### src/rtl/video_timing_pkg.sv
// Shared types and helpers for the video timing probe.
// Holds the measured-mode tuple and the frame FSM encoding.
package video_timing_pkg;

   localparam int HW_D = 12;
   localparam int VW_D = 11;

   typedef struct packed {
      logic [HW_D-1:0] h_total;
      logic [HW_D-1:0] h_active;
      logic [HW_D-1:0] h_sync;
      logic [VW_D-1:0] v_total;
      logic [VW_D-1:0] v_active;
      logic [VW_D-1:0] v_sync;
      logic            hs_pol;
      logic            vs_pol;
   } timing_t;

   typedef enum logic [1:0] {
      RESYNC,
      MEASURE,
      LOCKED
   } fsm_t;

   function automatic logic same_timing(input timing_t a, input timing_t b);
      return a == b;
   endfunction

endpackage

### src/rtl/sync_normalizer.sv
// Registers one sync input, learns its polarity from the blanking level
// seen during active video, and emits the active-level signal and its rise.
module sync_normalizer (
   input  logic clk_pix,
   input  logic reset,
   input  logic sync_in,
   input  logic latch,
   output logic pol,
   output logic act,
   output logic rise
);

   logic s_r;
   logic s_p;

   always_ff @(posedge clk_pix or posedge reset) begin
      if (reset) begin
         s_r <= 1'b0;
         s_p <= 1'b0;
         pol <= 1'b0;
      end else begin
         s_r <= sync_in;
         s_p <= s_r;
         if (latch) pol <= ~s_r;
      end
   end

   // Both samples use the same polarity so a polarity update never fakes an edge.
   assign act  = s_r ^ ~pol;
   assign rise = act & ~(s_p ^ ~pol);

endmodule

### src/rtl/video_timing_probe.sv
// Measures HS/VS/DE timing and publishes it once the mode is stable
// for STABLE_FRAMES consecutive frames.
module video_timing_probe
   import video_timing_pkg::*;
#(
   parameter int HW            = HW_D,
   parameter int VW            = VW_D,
   parameter int STABLE_FRAMES = 3
) (
   input  logic          clk_pix,
   input  logic          reset,
   input  logic          hs_in,
   input  logic          vs_in,
   input  logic          de_in,
   output logic [HW-1:0] h_total,
   output logic [HW-1:0] h_active,
   output logic [HW-1:0] h_sync,
   output logic [VW-1:0] v_total,
   output logic [VW-1:0] v_active,
   output logic [VW-1:0] v_sync,
   output logic          hs_pol,
   output logic          vs_pol,
   output logic          valid,
   output logic          changed,
   output logic          no_signal
);

   localparam logic [HW-1:0] HMAX = '1;
   localparam logic [VW-1:0] VMAX = '1;
   localparam logic [3:0]    SF   = 4'(STABLE_FRAMES);

   logic          de_r, de_seen, latch;
   logic          pol_h, pol_v, hs_act, vs_act;
   logic          line_start, vs_rise, vs_pend, frame_start;
   logic [HW-1:0] h_cnt, hsw, dec, lt, lt_ref, hact_cap;
   logic [VW-1:0] v_cnt, vact, vsw;
   logic          lt_set, f_bad, line_ok, line_bad, fr_bad, h_sat, dec_nz;
   logic [3:0]    stable_cnt;
   logic          eval_d;
   fsm_t          state;
   timing_t       meas, cand, pub;

   assign latch = de_r & (~de_seen | frame_start);

   sync_normalizer u_h (
      .clk_pix (clk_pix),
      .reset   (reset),
      .sync_in (hs_in),
      .latch   (latch),
      .pol     (pol_h),
      .act     (hs_act),
      .rise    (line_start)
   );

   sync_normalizer u_v (
      .clk_pix (clk_pix),
      .reset   (reset),
      .sync_in (vs_in),
      .latch   (latch),
      .pol     (pol_v),
      .act     (vs_act),
      .rise    (vs_rise)
   );

   // A vsync edge anywhere in a line takes effect at the next line start.
   assign frame_start = line_start & (vs_pend | vs_rise);
   assign lt          = h_cnt + HW'(1);
   assign dec_nz      = dec != '0;
   assign line_bad    = lt_set & (lt != lt_ref);
   assign h_sat       = (h_cnt == HMAX) & ~line_start;

   always_comb begin
      meas          = '0;
      meas.h_total  = lt;
      meas.h_active = dec_nz ? dec : hact_cap;
      meas.h_sync   = hsw;
      meas.v_total  = v_cnt;
      meas.v_active = vact + VW'(dec_nz);
      meas.v_sync   = vsw;
      meas.hs_pol   = pol_h;
      meas.vs_pol   = pol_v;
   end

   assign fr_bad = f_bad | line_bad | (v_cnt == VMAX) | (meas.v_active == '0);

   always_ff @(posedge clk_pix or posedge reset) begin
      if (reset) begin
         de_r       <= 1'b0;
         de_seen    <= 1'b0;
         vs_pend    <= 1'b0;
         h_cnt      <= '0;
         hsw        <= '0;
         dec        <= '0;
         lt_ref     <= '0;
         lt_set     <= 1'b0;
         hact_cap   <= '0;
         v_cnt      <= '0;
         vact       <= '0;
         vsw        <= '0;
         f_bad      <= 1'b0;
         line_ok    <= 1'b0;
         state      <= RESYNC;
         cand       <= '0;
         pub        <= '0;
         stable_cnt <= '0;
         eval_d     <= 1'b0;
         valid      <= 1'b0;
         changed    <= 1'b0;
         no_signal  <= 1'b0;
      end else begin
         de_r    <= de_in;
         eval_d  <= 1'b0;
         changed <= 1'b0;
         if (frame_start) de_seen <= de_r;
         else if (de_r)   de_seen <= 1'b1;
         if (line_start)   vs_pend <= 1'b0;
         else if (vs_rise) vs_pend <= 1'b1;
         if (line_start) begin
            h_cnt <= '0;
            hsw   <= HW'(1);
            dec   <= HW'(de_r);
         end else begin
            if (h_cnt != HMAX) h_cnt <= h_cnt + HW'(1);
            hsw <= hsw + HW'(hs_act);
            dec <= dec + HW'(de_r);
         end
         if (h_sat) begin
            no_signal  <= 1'b1;
            valid      <= 1'b0;
            line_ok    <= 1'b0;
            stable_cnt <= '0;
            state      <= RESYNC;
         end else if (line_start) begin
            no_signal <= 1'b0;
            line_ok   <= 1'b1;
            if (line_ok && frame_start) begin
               // The closing line belongs to the old frame; evaluate it first.
               if (state == RESYNC) begin
                  state <= MEASURE;
               end else if (fr_bad) begin
                  stable_cnt <= '0;
                  valid      <= 1'b0;
                  state      <= MEASURE;
               end else if (same_timing(meas, cand)) begin
                  if (stable_cnt != 4'hF) stable_cnt <= stable_cnt + 4'd1;
                  eval_d <= 1'b1;
               end else begin
                  cand       <= meas;
                  stable_cnt <= 4'd1;
                  valid      <= 1'b0;
                  eval_d     <= 1'b1;
                  state      <= MEASURE;
               end
               v_cnt    <= VW'(1);
               vsw      <= VW'(vs_act);
               vact     <= '0;
               hact_cap <= '0;
               f_bad    <= 1'b0;
               lt_set   <= 1'b0;
            end else if (line_ok) begin
               lt_set   <= 1'b1;
               lt_ref   <= lt;
               f_bad    <= f_bad | line_bad | (v_cnt == VMAX);
               hact_cap <= meas.h_active;
               vact     <= meas.v_active;
               if (v_cnt != VMAX) v_cnt <= v_cnt + VW'(1);
               vsw      <= vsw + VW'(vs_act);
            end
         end
         if (eval_d && stable_cnt >= SF) begin
            pub     <= cand;
            valid   <= 1'b1;
            changed <= ~same_timing(cand, pub);
            state   <= LOCKED;
         end
      end
   end

   assign h_total  = pub.h_total;
   assign h_active = pub.h_active;
   assign h_sync   = pub.h_sync;
   assign v_total  = pub.v_total;
   assign v_active = pub.v_active;
   assign v_sync   = pub.v_sync;
   assign hs_pol   = pub.hs_pol;
   assign vs_pol   = pub.vs_pol;

endmodule

### config.mk
export PLATFORM = sky130hd
export DESIGN_NAME = video_timing_probe
export DESIGN_NICKNAME = d
export VERILOG_FILES = /design/src/rtl/video_timing_pkg.sv /design/src/rtl/sync_normalizer.sv /design/src/rtl/video_timing_probe.sv
export SDC_FILE = /design/constraint.sdc
export NUM_CORES = 1
export LEC_CHECK = 0
export ABC_CLOCK_PERIOD_IN_PS = 12000
export CELL_PAD_IN_SITES_DETAIL_PLACEMENT = 1
export CELL_PAD_IN_SITES_GLOBAL_PLACEMENT = 2
export CORE_UTILIZATION = 40
export DETAILED_ROUTE_END_ITERATION = 10
export PLACE_DENSITY_LB_ADDON = 0.15
export SLEW_MARGIN = 30
export SYNTH_ARGS = -nofsm -noshare
export SYNTH_HDL_FRONTEND = slang
export SYNTH_HIERARCHICAL = 1
export SYNTH_SLANG_ARGS = --single-unit
### constraint.sdc
create_clock -name clk_pix -period 12 [get_ports clk_pix]
set_input_delay 2.4 -clock clk_pix [delete_from_list [all_inputs] [get_ports clk_pix]]
set_output_delay 2.4 -clock clk_pix [all_outputs]
set_load 0.005 [all_outputs]
==> results.tsv <==
metric	value	unit
final_antenna_net_count	0	
fin_setup_tns	0	ns
seq_area_frac_synth	47.7	%
drt_iter0_drc	559	
vias	10300	
nNetsFinal	1368	
core	0.0329	mm2
cts_sinks	257	
post-route-drc-count	0	
cts_setup_buffers	0	
clockBufferDepth	3	
io_buffers	78	
seqPwrFrac	38.9	%
antenna_found_initial	1	
p_int	1.79	mW
r2r_cells	14	
crit_arrival	5.70	ns
rsz0062_at_grt	no	
hold_class	reg -> reg	
synth_top_area_share	47.7	%
track_usage	25.4	%
holdBufCountCts	0	
power_density	179	mW/mm2
synthFlopType	dfrtp_1	
grt_first_pass_wirelength	65200	um
switching_power	1.01	mW
path_clk_slew	0.06	ns
synth_cells	1301	
pwr-share-comb	27.4	%
vdd_drop_max	121	uV
antenna_cells	0	
setup_viol	0	
drt-wirelength-per-cell	23.2	um
skew	0.0228	ns
syn_area_per_cell	10.4	um2
p_clk_share	33.7	%
tightest_slew	1.13	ns
vias_per_cell	5.64	
worstHoldStart	u_h/s_r	
r2r-start	dec[3]	
rows	66	
cts_resized	0	
total_power	2.80	mW
yosysMostFrequentCell	dfrtp_1	
yosysTopAreaCell	dfrtp_1	
overflow	0	
cap_violations	0	
area_growth_syn_to_layout	16.1	%
critPathCaptureType	register	
wl	42100	um
rrSetupSlack	6.74	ns
initial_core_util	41.0	%
slew_headroom	24.3	%
cp-startpoint	dec[3]	
cts_tree	yes	
num_io_pins	79	
status	complete, no violations	
grt_max_degree	106	
synth_edf_count	0	
synth_top_cells_by_count	257 x dfrtp_1, 127 x xor2_1, 106 x nand2_1	
switching_share	35.9	%
r2r-end	cand[24]	
clk_latency	0.57	ns
h-tree-depth	1	
cp_max_fo	67	
slew_viol_final	0	
firstDrtPassIters	4	
min_to	u_h/s_p	
die_h	186	um
period_share	43.8	%
gp_congestion	0.896	
final-hold-violation-count	0	
die_area	0.0344	mm2
dp_hpwl	30500	um
p_leak	7.53	nW
synth-seq-cells	257	
cp.required	12.45	ns
final_layout_size_suffix_gt1_share	9.16	%
yosys_warnings	6	
synthDistinctLibCells	70	
criticalPathCategory	reg -> reg	
dieWidth	186	um
grt_pass1_vias	10500	
start_kind	register	
min_period	5.26	ns
numCtsBuffers	30	
max_freq	190	MHz
min_path_cells	0	
synth.area.top_cells	dfrtp_1 48%, xor2_1 8.2%, mux2_2 3.9%	
synth_nets	1317	
cts-root-buf	clkbuf_16	
async_reset_ff_share	100	%
syn_area	0.0135	mm2
-- per-layer routing --
| layer | GRT usage, % | vias to the layer above | part of all wire, % |
|---|---|---|---|
| li1 | - | 4710 | - |
| met1 | 35.3 | 5285 | 46 |
| met2 | 41.2 | 196 | 47 |
| met3 | 3.17 | 66 | 3.4 |
| met4 | 7.80 | 2 | 3.1 |
| met5 | 0 | - | 0.031 |
-- worst max path at each step --
stage,end,slack (ns)
after floorplan,cand[0],2.70
after global placement,cand[46],6.60
after detailed placement,cand[3],6.74
after CTS,cand[24],6.74
after global routing,cand[11],6.40
final,cand[24],6.74
-- power by group through the flow --
stage / Clock (mW) / Combinational, mW / Sequential, mW
2_1_floorplan: 0 / 0.535 / 1.04
3_3_place_gp: 0 / 0.753 / 1.10
3_5_place_dp: 0 / 0.764 / 1.10
4_1_cts: 0.964 / 0.773 / 1.09
5_1_grt: 0.993 / 0.838 / 1.11
6_report: 0.942 / 0.768 / 1.09
-- placed cells by master (no fill, tap or decap), types with 6 or more instances in the layout --
| cell | instances |
|---|---|
| nand2_1 | 106 |
| and3_1 | 20 |
| nor4_1 | 39 |
| a211oi_1 | 7 |
| clkbuf_16 | 30 |
| and4_1 | 7 |
| nor2b_1 | 21 |
| buf_4 | 10 |
| nor2_1 | 64 |
| a21oi_1 | 43 |
| mux2_2 | 47 |
| ha_1 | 11 |
| and2_1 | 6 |
| nand3_1 | 42 |
| mux2i_1 | 28 |
| nor3_1 | 21 |
| or3_1 | 12 |
| nand4_1 | 31 |
| nand2b_1 | 8 |
| clkbuf_1 | 7 |
| clkdlybuf4s50_1 | 78 |
| mux2_1 | 44 |
| dfrtp_1 | 257 |
| or4_1 | 7 |
| o31ai_1 | 6 |
| xnor2_1 | 50 |
| o211ai_1 | 7 |
| xor2_1 | 127 |
| clkbuf_8 | 10 |
| o21ai_0 | 87 |
| a22o_1 | 17 |
| inv_1 | 42 |
-- worst max-delay path, cell delays in order (launching register included) --
cell	delay [ns]
dfrtp_1	0.48
or4_4	0.60
nor4_4	0.28
inv_1	0.16
ha_1	0.29
ha_1	0.29
and3_1	0.30
and3_1	0.24
xnor2_1	0.22
a21bo_2	0.24
nor4_1	0.28
nand4_1	0.29
o21ai_4	0.33
buf_6	0.64
mux2_1	0.41
-- through the flow --
stage / instances / hold slack, ns / worst slack (ns) / util, % / area, um2
after floorplan: 1301 / 0.423 / 2.70 / - / 13500
after global placement: 1762 / 0.452 / 6.60 / 44.5 / 14600
after detailed placement: 1762 / 0.456 / 6.74 / 44.5 / 14600
after CTS: 1818 / 0.470 / 6.74 / 47.6 / 15600
after global routing: 1818 / 0.484 / 6.40 / 47.6 / 15700
final: 1818 / 0.465 / 6.74 / 47.6 / 15700
-- cell families (layout without fill, tap and decap cells) --
| group | count (synthesis) | after routing | share of synthesized area, % |
|---|---|---|---|
| xor gates and xnor gates | 182 | 182 | 12.3 |
| muxes | 119 | 119 | 9.68 |
| adders and majority gates | 11 | 11 | 1.02 |
| DFF | 257 | 257 | 47.7 |
| and+or+nand+nor | 402 | 402 | 15.4 |
| AOI/OAI and AO/OA | 215 | 215 | 10.1 |
| buffers and inverters | 115 | 190 | 3.83 |
-- final cells by class --
type	instances	area, um2
timing repair buffer	91	890
multi-input combinational	929	6590
clock buffer	47	915
fill	3672	17200
inverter	43	169
tap	442	553
sequential	257	6430
clock inverter	9	109
-- state kept, by name, summed over array words and instances (netlist names), 12 cells and up --
register and cells:
cand 71, dec 12, h_active 12, h_cnt 12
h_sync 12, h_total 12, hact_cap 12, hsw 12
lt_ref 12
(Power assumes the default switching activity.)
